**src/rtl/hilo_muldiv_ctrl_if.sv**
```systemverilog
// Issue-side bundle of the HI/LO multiply/divide controller: instruction and operands in,
// handshake, HI/LO state and MFHI/MFLO read data out.
interface hilo_muldiv_ctrl_if;
    logic        valid;
    logic [31:0] instr;
    logic [31:0] in0;
    logic [31:0] in1;
    logic        ready;
    logic        stall;
    logic [31:0] out;
    logic [31:0] hi;
    logic [31:0] lo;
    logic        done;
    logic        dz;

    modport master (
        output valid, instr, in0, in1,
        input  ready, stall, out, hi, lo, done, dz
    );

    modport slave (
        input  valid, instr, in0, in1,
        output ready, stall, out, hi, lo, done, dz
    );
endinterface

```
**src/rtl/hilo_muldiv_ctrl.sv**
```systemverilog
// MIPS HI/LO owner: decodes MULT/MULTU/DIV/DIVU/MFHI/MFLO/MTHI/MTLO and sequences a 34-cycle
// shift-add multiply or restoring divide (IDLE -> PREP -> 32x ITER -> FIX).
module hilo_muldiv_ctrl (
    input  logic              clk,
    input  logic              reset,
    hilo_muldiv_ctrl_if.slave bus
);
    localparam logic [5:0] FN_MFHI  = 6'h10;
    localparam logic [5:0] FN_MTHI  = 6'h11;
    localparam logic [5:0] FN_MFLO  = 6'h12;
    localparam logic [5:0] FN_MTLO  = 6'h13;
    localparam logic [5:0] FN_MULT  = 6'h18;
    localparam logic [5:0] FN_MULTU = 6'h19;
    localparam logic [5:0] FN_DIV   = 6'h1A;
    localparam logic [5:0] FN_DIVU  = 6'h1B;

    typedef enum logic [1:0] {
        S_IDLE,
        S_PREP,
        S_ITER,
        S_FIX
    } state_e;

    state_e      state_q, state_d;
    logic [4:0]  count_q, count_d;
    logic        is_div_q, is_div_d;
    logic        neg_a_q, neg_a_d;
    logic        neg_b_q, neg_b_d;
    logic [31:0] op_a_q, op_a_d;
    logic [31:0] op_b_q, op_b_d;
    logic [63:0] acc_q, acc_d;
    logic [32:0] rem_q, rem_d;
    logic [31:0] hi_q, hi_d;
    logic [31:0] lo_q, lo_d;

    logic [5:0]  funct;
    logic        rtype;
    logic        is_mfhi, is_mflo, is_mthi, is_mtlo, is_muldiv, is_hilo;

    assign funct     = bus.instr[5:0];
    assign rtype     = (bus.instr[31:26] == 6'd0);
    assign is_mfhi   = rtype && (funct == FN_MFHI);
    assign is_mflo   = rtype && (funct == FN_MFLO);
    assign is_mthi   = rtype && (funct == FN_MTHI);
    assign is_mtlo   = rtype && (funct == FN_MTLO);
    assign is_muldiv = rtype && ((funct == FN_MULT) || (funct == FN_MULTU) ||
                                 (funct == FN_DIV)  || (funct == FN_DIVU));
    assign is_hilo   = is_mfhi || is_mflo || is_mthi || is_mtlo || is_muldiv;

    logic unused_instr_bits;
    assign unused_instr_bits = ^{bus.instr[25:6], rem_q[32]};

    // Iteration datapath: multiplicand/divisor sit in op_a_q/op_b_q as magnitudes after PREP.
    logic [32:0] mul_sum;
    logic [32:0] div_shift;
    logic [33:0] div_diff;
    logic        div_by_zero;
    logic        signs_differ;
    logic [63:0] prod_fixed;
    logic [31:0] quo_fixed;
    logic [31:0] rem_fixed;
    logic [31:0] dz_hi;

    assign mul_sum      = {1'b0, acc_q[63:32]} + (acc_q[0] ? {1'b0, op_a_q} : 33'd0);
    assign div_shift    = {rem_q[31:0], acc_q[31]};
    assign div_diff     = {1'b0, div_shift} - {2'b00, op_b_q};
    assign div_by_zero  = is_div_q && (op_b_q == 32'd0);
    assign signs_differ = neg_a_q ^ neg_b_q;
    assign prod_fixed   = signs_differ ? -acc_q : acc_q;
    assign quo_fixed    = signs_differ ? -acc_q[31:0] : acc_q[31:0];
    assign rem_fixed    = neg_a_q ? -rem_q[31:0] : rem_q[31:0];
    // Re-negating the magnitude recovers the original dividend, including 0x80000000.
    assign dz_hi        = neg_a_q ? -op_a_q : op_a_q;

    always_comb begin
        // NOTE: every _d takes its hold value first, so no branch below can leave a latch behind.
        state_d  = state_q;
        count_d  = count_q;
        is_div_d = is_div_q;
        neg_a_d  = neg_a_q;
        neg_b_d  = neg_b_q;
        op_a_d   = op_a_q;
        op_b_d   = op_b_q;
        acc_d    = acc_q;
        rem_d    = rem_q;
        hi_d     = hi_q;
        lo_d     = lo_q;

        unique case (state_q)
            S_IDLE: begin
                if (bus.valid && is_muldiv) begin
                    state_d  = S_PREP;
                    is_div_d = funct[1];
                    neg_a_d  = ~funct[0] & bus.in0[31];
                    neg_b_d  = ~funct[0] & bus.in1[31];
                    op_a_d   = bus.in0;
                    op_b_d   = bus.in1;
                end else if (bus.valid && is_mthi) begin
                    hi_d = bus.in0;
                end else if (bus.valid && is_mtlo) begin
                    lo_d = bus.in0;
                end
            end

            S_PREP: begin
                op_a_d  = neg_a_q ? -op_a_q : op_a_q;
                op_b_d  = neg_b_q ? -op_b_q : op_b_q;
                acc_d   = {32'd0, (is_div_q ? op_a_d : op_b_d)};
                rem_d   = '0;
                count_d = '0;
                state_d = S_ITER;
            end

            S_ITER: begin
                if (is_div_q) begin
                    if (!div_diff[33]) begin
                        rem_d = div_diff[32:0];
                        acc_d = {32'd0, acc_q[30:0], 1'b1};
                    end else begin
                        rem_d = div_shift;
                        acc_d = {32'd0, acc_q[30:0], 1'b0};
                    end
                end else begin
                    acc_d = {mul_sum, acc_q[31:1]};
                end
                count_d = count_q + 5'd1;
                if (count_q == 5'd31) begin
                    state_d = S_FIX;
                end
            end

            S_FIX: begin
                if (div_by_zero) begin
                    hi_d = dz_hi;
                    lo_d = '1;
                end else if (is_div_q) begin
                    hi_d = rem_fixed;
                    lo_d = quo_fixed;
                end else begin
                    hi_d = prod_fixed[63:32];
                    lo_d = prod_fixed[31:0];
                end
                state_d = S_IDLE;
            end

            default: state_d = S_IDLE;
        endcase
    end

    // NOTE: sequential state uses <= so every flop samples the pre-edge _d values together.
    always_ff @(posedge clk or posedge reset) begin
        if (reset) begin
            state_q <= S_IDLE;
        end else begin
            state_q <= state_d;
        end
    end

    always_ff @(posedge clk or posedge reset) begin
        if (reset) begin
            count_q  <= '0;
            is_div_q <= 1'b0;
            neg_a_q  <= 1'b0;
            neg_b_q  <= 1'b0;
            op_a_q   <= '0;
            op_b_q   <= '0;
            acc_q    <= '0;
            rem_q    <= '0;
            hi_q     <= '0;
            lo_q     <= '0;
        end else begin
            count_q  <= count_d;
            is_div_q <= is_div_d;
            neg_a_q  <= neg_a_d;
            neg_b_q  <= neg_b_d;
            op_a_q   <= op_a_d;
            op_b_q   <= op_b_d;
            acc_q    <= acc_d;
            rem_q    <= rem_d;
            hi_q     <= hi_d;
            lo_q     <= lo_d;
        end
    end

    assign bus.ready = (state_q == S_IDLE);
    assign bus.stall = bus.valid && is_hilo && (state_q != S_IDLE);
    assign bus.done  = (state_q == S_FIX);
    assign bus.dz    = (state_q == S_FIX) && div_by_zero;
    assign bus.hi    = hi_q;
    assign bus.lo    = lo_q;
    assign bus.out   = (bus.valid && is_mfhi) ? hi_q :
                       (bus.valid && is_mflo) ? lo_q : 32'd0;
endmodule

```
**src/flat_wrapper.sv**
```systemverilog
// flat-port wrapper written by rule: the top's interface ports become plain ports
module hilo_muldiv_ctrl_flat 
  (clk, reset, bus_valid, bus_instr, bus_in0, bus_in1, bus_ready, bus_stall, bus_out, bus_hi, bus_lo, bus_done, bus_dz);
  hilo_muldiv_ctrl_if bus_i ();
  input  logic clk;
  input  logic reset;
  input wire logic [$bits(bus_i.valid)-1:0] bus_valid;
  input wire logic [$bits(bus_i.instr)-1:0] bus_instr;
  input wire logic [$bits(bus_i.in0)-1:0] bus_in0;
  input wire logic [$bits(bus_i.in1)-1:0] bus_in1;
  output wire logic [$bits(bus_i.ready)-1:0] bus_ready;
  output wire logic [$bits(bus_i.stall)-1:0] bus_stall;
  output wire logic [$bits(bus_i.out)-1:0] bus_out;
  output wire logic [$bits(bus_i.hi)-1:0] bus_hi;
  output wire logic [$bits(bus_i.lo)-1:0] bus_lo;
  output wire logic [$bits(bus_i.done)-1:0] bus_done;
  output wire logic [$bits(bus_i.dz)-1:0] bus_dz;
  assign bus_i.valid = bus_valid;
  assign bus_i.instr = bus_instr;
  assign bus_i.in0 = bus_in0;
  assign bus_i.in1 = bus_in1;
  assign bus_ready = bus_i.ready;
  assign bus_stall = bus_i.stall;
  assign bus_out = bus_i.out;
  assign bus_hi = bus_i.hi;
  assign bus_lo = bus_i.lo;
  assign bus_done = bus_i.done;
  assign bus_dz = bus_i.dz;
  hilo_muldiv_ctrl u_core (.clk(clk), .reset(reset), .bus(bus_i));
endmodule
```
**config.mk**
```make
export PLATFORM = sky130hd
export DESIGN_NAME = hilo_muldiv_ctrl_flat
export DESIGN_NICKNAME = d
export VERILOG_FILES = /design/src/rtl/hilo_muldiv_ctrl_if.sv /design/src/rtl/hilo_muldiv_ctrl.sv /design/src/flat_wrapper.sv
export SDC_FILE = /design/constraint.sdc
export NUM_CORES = 1
export LEC_CHECK = 0
export CORE_MARGIN = 4
export CORE_UTILIZATION = 50
export DETAILED_ROUTE_END_ITERATION = 12
export HOLD_SLACK_MARGIN = 0.1
export PLACE_DENSITY = 0.71
export SLEW_MARGIN = 20
export SYNTH_ARGS = -nofsm -noshare
export SYNTH_HDL_FRONTEND = slang
export SYNTH_SLANG_ARGS = --single-unit
```
**constraint.sdc**
```tcl
create_clock -name clk -period 7.78 [get_ports clk]
set_clock_uncertainty 0.05 [all_clocks]
set_input_delay 0.778 -clock clk [delete_from_list [all_inputs] [get_ports clk]]
set_output_delay 0.778 -clock clk [all_outputs]
set_load 0.03 [all_outputs]
```
==> results.txt, run 1 <==
status - complete, no violations
Critical Path Sink Type - primary output
VDD IR max - 291 µV
Worst Setup Path Type - reg2out
total wire length - 68800 µm
n_diodes - 0
Cell Area, Synth - 0.0187 mm²
final hold slack - 0.447 ns
Crit Path Max Fanout - 25
period utilisation layout - 65.3%
sequential-to-total area share from yosys stat - 31.3%
GP Congestion - 0.981
Yosys cell types - 74
fraction of registers with async set/reset - 100%
layout cells sized above 1 - 5.63%
vias after detailed routing - 18681
post-synthesis register bit count - 234
Mapped Nets - 2486
Routed Antenna Nets - 0
hpwl dp - 51600 µm
Layout area overhead - 15.9%
cts hold-fix bufs - 0
CTS tree - built
Relative slew margins - 25.9%
Final Slew Violations - 0
dpl cells - 2836
CP peak stage delay - 0.70 ns
die width - 201 µm
Internal - 0.00402 W
pwr/cell area - 362 mW/mm²
DRC Markers - 0
Reg clk slew, reported paths - 0.06 ns
Synth top cells by count - 247 x nand2_1, 234 x dfrtp_1, 232 x o21ai_0
Final Hold Viols - 0
EDFF count, synth - 0
Worst Path Arrival - 4.25 ns
Initial Utilization - 50.9%
Mean Syn Cell Area - 8.10 µm²
die height - 201 µm
post-synth top area share - 31.3%
slew of the pin with the lowest slew margin - 1.10 ns
clk root buf - clkbuf_16
worst r2r path cells - 15
most common cell in the netlist - nand2_1
WHS Path Cells - 1
Worst Path Buf+Inv - 4
die area - 0.0406 mm²
endpoints failing setup - 0
Fmax - 0.197 GHz
number of global-route vias before repair - 17496
PostCTS Resize Cnt - 0
first-pass GRT wire length - 106000 µm
CP Launch Type - flop
non-filler cells, final - 2885
sw frac - 48.8%
htree depth - 1
area leader, netlist - dfrtp_1
Seq pwr share - 28.6%
CTS sink cnt - 234
dominant synthesized flop cell - dfrtp_1
final worst path period need - 5.08 ns
Ports - 199
First-pass DRT Iterations - 6
total CTS buffers - 27
power after layout - 0.00784 W
grt total ovfl - 0
max_cap viols - 0
setup ws final - 2.70 ns
gr usage total - 32.6%
Top cell by count, worst path - inv_1
PortBufs - 178
synth warn - 0
Post-Synthesis Cells - 2311
Routed WL per cell - 23.8 µm
net switching power figure - 0.00382 W
crit path cell chain - inv_1, ha_1, nand3_1, or3_1, or4_1, nor2_2, buf_4, nand2_1, inv_1, clkdlybuf4s50_1
initial antenna violation count - 1
initial DRC count - 2260
Via-to-Cell Ratio - 6.48
combinational share of power - 54.5%
RSZ-0062 raised after global routing - no
setup bufs post-CTS - 0
Hold Crit Class - reg2reg
required time of the worst setup path - 6.95 ns
# rows - 70
total negative slack - 0 ns
Nets - 2572
synth top area cells - dfrtp_1 31%, xnor2_1 6.5%, o21ai_0 6.2%
Clk Latency, worst-skew pair - 0.56 ns
Pleak - 9.21 nW
CP Depth - 10
Clock Path Buffers - 3
slowest cell on the critical path - clkdlybuf4s50_1
Setup WS pre-CTS - 3.25 ns
largest net degree at the start of global routing - 127
Core ar. - 0.0368 mm²
Clock Power Share - 16.9%
CP top delay family - simple AND/OR/NAND/NOR gates
layout make-up:
class | count | area [µm²]
Clock buffer | 40 | 774
Clock inverter | 9 | 128
Fill cell | 3370 | 15100
Inverter | 93 | 357
Multi-Input combinational cell | 1836 | 12000
Sequential cell | 234 | 5860
Tap cell | 468 | 586
Timing Repair Buffer | 205 | 1980
sequential cells by signal, indices dropped and copies added, names as in the netlist:
signal	cells
u_core.bus.hi	32
u_core.state_q	2
u_core.op_a_q	32
u_core.neg_a_q	1
u_core.count_q	5
u_core.rem_q	32
u_core.bus.lo	32
u_core.op_b_q	32
u_core.is_div_q	1
u_core.neg_b_q	1
u_core.acc_q	64
power by group through the flow:
stage	registers, W	logic (W)	clock network (W)
2_1_floorplan	0.00222	0.00275	0
3_3_place_gp	0.00221	0.00410	0
3_5_place_dp	0.00223	0.00417	0
4_1_cts	0.00221	0.00419	0.00134
5_1_grt	0.00229	0.00461	0.00138
6_report	0.00224	0.00428	0.00133
logic make-up (layout without fill, tap and decap cells):
family	after synthesis	after routing	share of synthesized area, %
simple gates	739	739	18.3
compound gates	725	725	24.0
buf+inv	241	347	5.00
flops	234	234	31.3
xor+xnor	202	202	9.46
mux	94	94	6.79
fa+ha+maj	76	76	5.16
worst paths after layout:
kind	start	end	slack, ns
setup reg to reg	u_core.acc_q[0]	u_core.acc_q[59]	3.09
min in group asynchronous	reset	u_core.acc_q[62]	0.80
setup / recovery	u_core.op_b_q[1]	bus_dz	2.70
hold / removal	u_core.count_q[4]	u_core.count_q[4]	0.45
hold reg to reg	u_core.count_q[4]	u_core.count_q[4]	0.45
max in group asynchronous	reset	u_core.op_a_q[4]	5.42
metal layers:
metal	routed length [µm]	GRT usage (%)
met1	29500	46.7
met2	30600	52.0
met3	6730	5.53
met4	1950	7.50
met5	13	0
placed cells by master, fill, tap and decap left out, types with 65 or more instances in the layout:
master	Yosys	layout
nand2_1	247	247
o21ai_0	232	232
dfrtp_1	234	232
nor2_1	227	226
clkdlybuf4s50_1	0	177
a21oi_1	171	168
xnor2_1	138	137
inv_1	91	89
ha_1	74	71
mux2i_1	65	65
per-stage QoR:
stage	util (%)	cell area (µm²)
finish	58.9	21700
global route	58.9	21700
CTS	58.9	21700
floorplan	-	18700
detailed placement	56.5	20800
global placement	56.5	20800
No activity file was read; power rests on OpenSTA's default activity.
==> inputs of run 2 (changes only) <==
--- a/config.mk
+++ b/config.mk
@@ -9,7 +9,7 @@
 export CORE_UTILIZATION = 50
 export DETAILED_ROUTE_END_ITERATION = 12
 export HOLD_SLACK_MARGIN = 0.1
-export PLACE_DENSITY = 0.71
+export PLACE_DENSITY = 0.74
 export SLEW_MARGIN = 20
 export SYNTH_ARGS = -nofsm -noshare
 export SYNTH_HDL_FRONTEND = slang
==> constraint.sdc (replaced) <==
create_clock -name clk -period 4.6 [get_ports clk]
set_clock_uncertainty 0.05 [all_clocks]
set_input_delay 0.46 -clock clk [delete_from_list [all_inputs] [get_ports clk]]
set_output_delay 0.46 -clock clk [all_outputs]
set_load 0.03 [all_outputs]
==> results.txt, run 2 (synthesis results as in run 1) <==
Core Util, Final - 59.2% (+0.24 points)
Clock Path Buffers - 3 (unchanged)
gr usage total - 31.7% (-0.87 points)
initial antenna violation count - 2 (+1)
worst r2r path cells - 10 (-5)
CTS sink cnt - 234 (unchanged)
Worst Path Arrival - 3.56 ns (-0.69 ns)
die width - 201 µm (unchanged)
RR Endpoint - u_core.bus.hi[28]
Final Hold Viols - 0 (unchanged)
pwr/cell area - 598 mW/mm² (+65%)
final worst path period need - 4.07 ns
CP top delay family - simple AND/OR/NAND/NOR gates
CP Depth - 9 (-1)
PortBufs - 178 (unchanged)
Relative slew margins - 31.7% (+5.8 points)
largest net degree at the start of global routing - 119 (-6.3%)
CTS tree - built
slew of the pin with the lowest slew margin - 1.02 ns (-0.0765 ns)
die height - 201 µm (unchanged)
Layout area overhead - 16.3%
setup bufs post-CTS - 0 (unchanged)
hpwl dp - 51300 µm (-0.63%)
status - complete, no violations
Reg-to-Reg Start - u_core.rem_q[8]
CP Launch Type - flop
CP peak stage delay - 0.64 ns (-0.06 ns)
dpl cells - 2852 (+0.56%)
endpoints failing setup - 0 (unchanged)
DRC Markers - 0 (unchanged)
RSZ-0062 raised after global routing - no
Critical Path Sink Type - primary output
number of global-route vias before repair - 17531 (+0.20%)
Core ar. - 0.0368 mm² (unchanged)
required time of the worst setup path - 4.09 ns (-2.86 ns)
Clk Latency, worst-skew pair - 0.56 ns (about the same)
# rows - 70 (unchanged)
grt total ovfl - 0 (unchanged)
slowest cell on the critical path - or4_1
initial DRC count - 2148 (-5.0%)
Worst Setup Path Type - reg2out
max_cap viols - 0 (unchanged)
Hold Crit Class - reg2reg
vias after detailed routing - 18448 (-1.2%)
total negative slack - 0 ns (unchanged)
sw frac - 48.9% (+0.083 points)
htree depth - 1 (unchanged)
Ports - 199 (unchanged)
GP Congestion - 1.00 (+2.4%)
First-pass DRT Iterations - 6 (unchanged)
first-pass GRT wire length - 103000 µm (-2.6%)
PostCTS Resize Cnt - 0 (unchanged)
Worst Path Buf+Inv - 3 (-1)
Fmax - 0.246 GHz
non-filler cells, final - 2898 (+0.45%)
Pleak - 9.27 nW (+0.63%)
die area - 0.0406 mm² (unchanged)
cts hold-fix bufs - 1 (+1)
worst setup path startpoint - u_core.op_b_q[1]
combinational share of power - 55.2% (+0.7 points)
total wire length - 66400 µm (-3.4%)
Biggest register - u_core.acc_q
Initial Utilization - 50.9% (unchanged)
Nets - 2589 (+0.66%)
layout cells sized above 1 - 6.17% (+0.55 points)
Internal - 0.00666 W (+66%)
period utilisation layout - 88.5%
net switching power figure - 0.00636 W (+66%)
Routed Antenna Nets - 0 (unchanged)
Final Slew Violations - 0 (unchanged)
Top cell by count, worst path - inv_1
total CTS buffers - 27 (unchanged)
Seq pwr share - 28.9% (+0.3 points)
critical path endpoint - bus_dz
commonest non-fill, non-tap cell in the layout - nand2_1
VDD IR max - 310 µV (+6.4%)
most frequent cells in the layout - 247 x nand2_1, 232 x o21ai_0, 232 x dfrtp_1, 225 x nor2_1, 176 x clkdlybuf4s50_1
crit path cell chain - inv_1, ha_1, nand3_1, or3_1, or4_1, nor2_2, nand2_1, inv_1, buf_12
n_diodes - 0 (unchanged)
power after layout - 0.0130 W (+66%)
clk root buf - clkbuf_16
Clock Power Share - 15.9% (-1.0 points)
r2r setup slk - 0.60 ns (-2.49 ns)
Largest register FFs - 64 (unchanged)
Via-to-Cell Ratio - 6.37 (-1.7%)
Routed WL per cell - 22.9 µm (-3.9%)
Reg clk slew, reported paths - 0.06 ns (about the same)
Crit Path Max Fanout - 6 (-76%)
[run 2: cell types whose count changed in the layout (fill, tap and decap cells not counted), moves of 2 or more]
cell / change
bufinv_16: -2
buf_4: +13
clkinv_4: +2
clkbuf_8: -3
buf_12: +4
[run 2: per-stage QoR]
step / hold slack [ns] / worst slack [ns] / cell area [µm²]
detailed placement: 0.421 / 0.675 / 20900
CTS: 0.432 / 0.549 / 21800
finish: 0.439 / 0.529 / 21800
floorplan: 0.394 / 1.03 / 18700
global placement: 0.412 / 0.724 / 20900
global route: 0.456 / 0.395 / 21800
[run 2: power groups by stage]
stage                     combinational, W  clock, W  sequential (W)
after floorplan                    0.00465         0         0.00376
after detailed placement           0.00704         0         0.00376
after global placement             0.00690         0         0.00372
after global routing               0.00780   0.00216         0.00386
final                              0.00719   0.00207         0.00377
after CTS                          0.00707   0.00210         0.00373
[run 2: per-layer routing]
metal	part of all wire, %	vias to the layer above	track usage, %
met5	0.035	-	0
met4	3.4	4	9.13
met3	9.6	137	6.83
met2	45	893	50.4
met1	42	8879	44.0
li1	-	8535	-
[run 2: worst register-to-register path: stages (launching register included)]
cell and delay [ns]:
dfrtp_1 0.45, or4_4 0.58, or3_4 0.35, or3_2 0.48, or4_1 0.47, nand2b_1 0.24
o21ai_1 0.20, xor2_1 0.25, a21oi_1 0.11, a221oi_1 0.56, a21oi_1 0.14
[run 2: worst min path at each step]
stage | startpoint | to | cells past startpoint
5_1_grt | u_core.count_q[3] | u_core.count_q[3] | 1
3_3_place_gp | u_core.count_q[3] | u_core.count_q[3] | 1
4_1_cts | u_core.count_q[3] | u_core.count_q[3] | 1
6_report | u_core.count_q[3] | u_core.count_q[3] | 1
2_1_floorplan | u_core.count_q[3] | u_core.count_q[3] | 1
3_5_place_dp | u_core.count_q[3] | u_core.count_q[3] | 1
[run 2: cell type report]
class                      count  area [µm²]
tap                          468         586
clock inverter                 9        86.3
fill                        3385       15000
clock buffer                  36         729
timing repair buffer         222        2160
multi-input combinational   1836       12000
sequential                   234        5860
inverter                      93         353
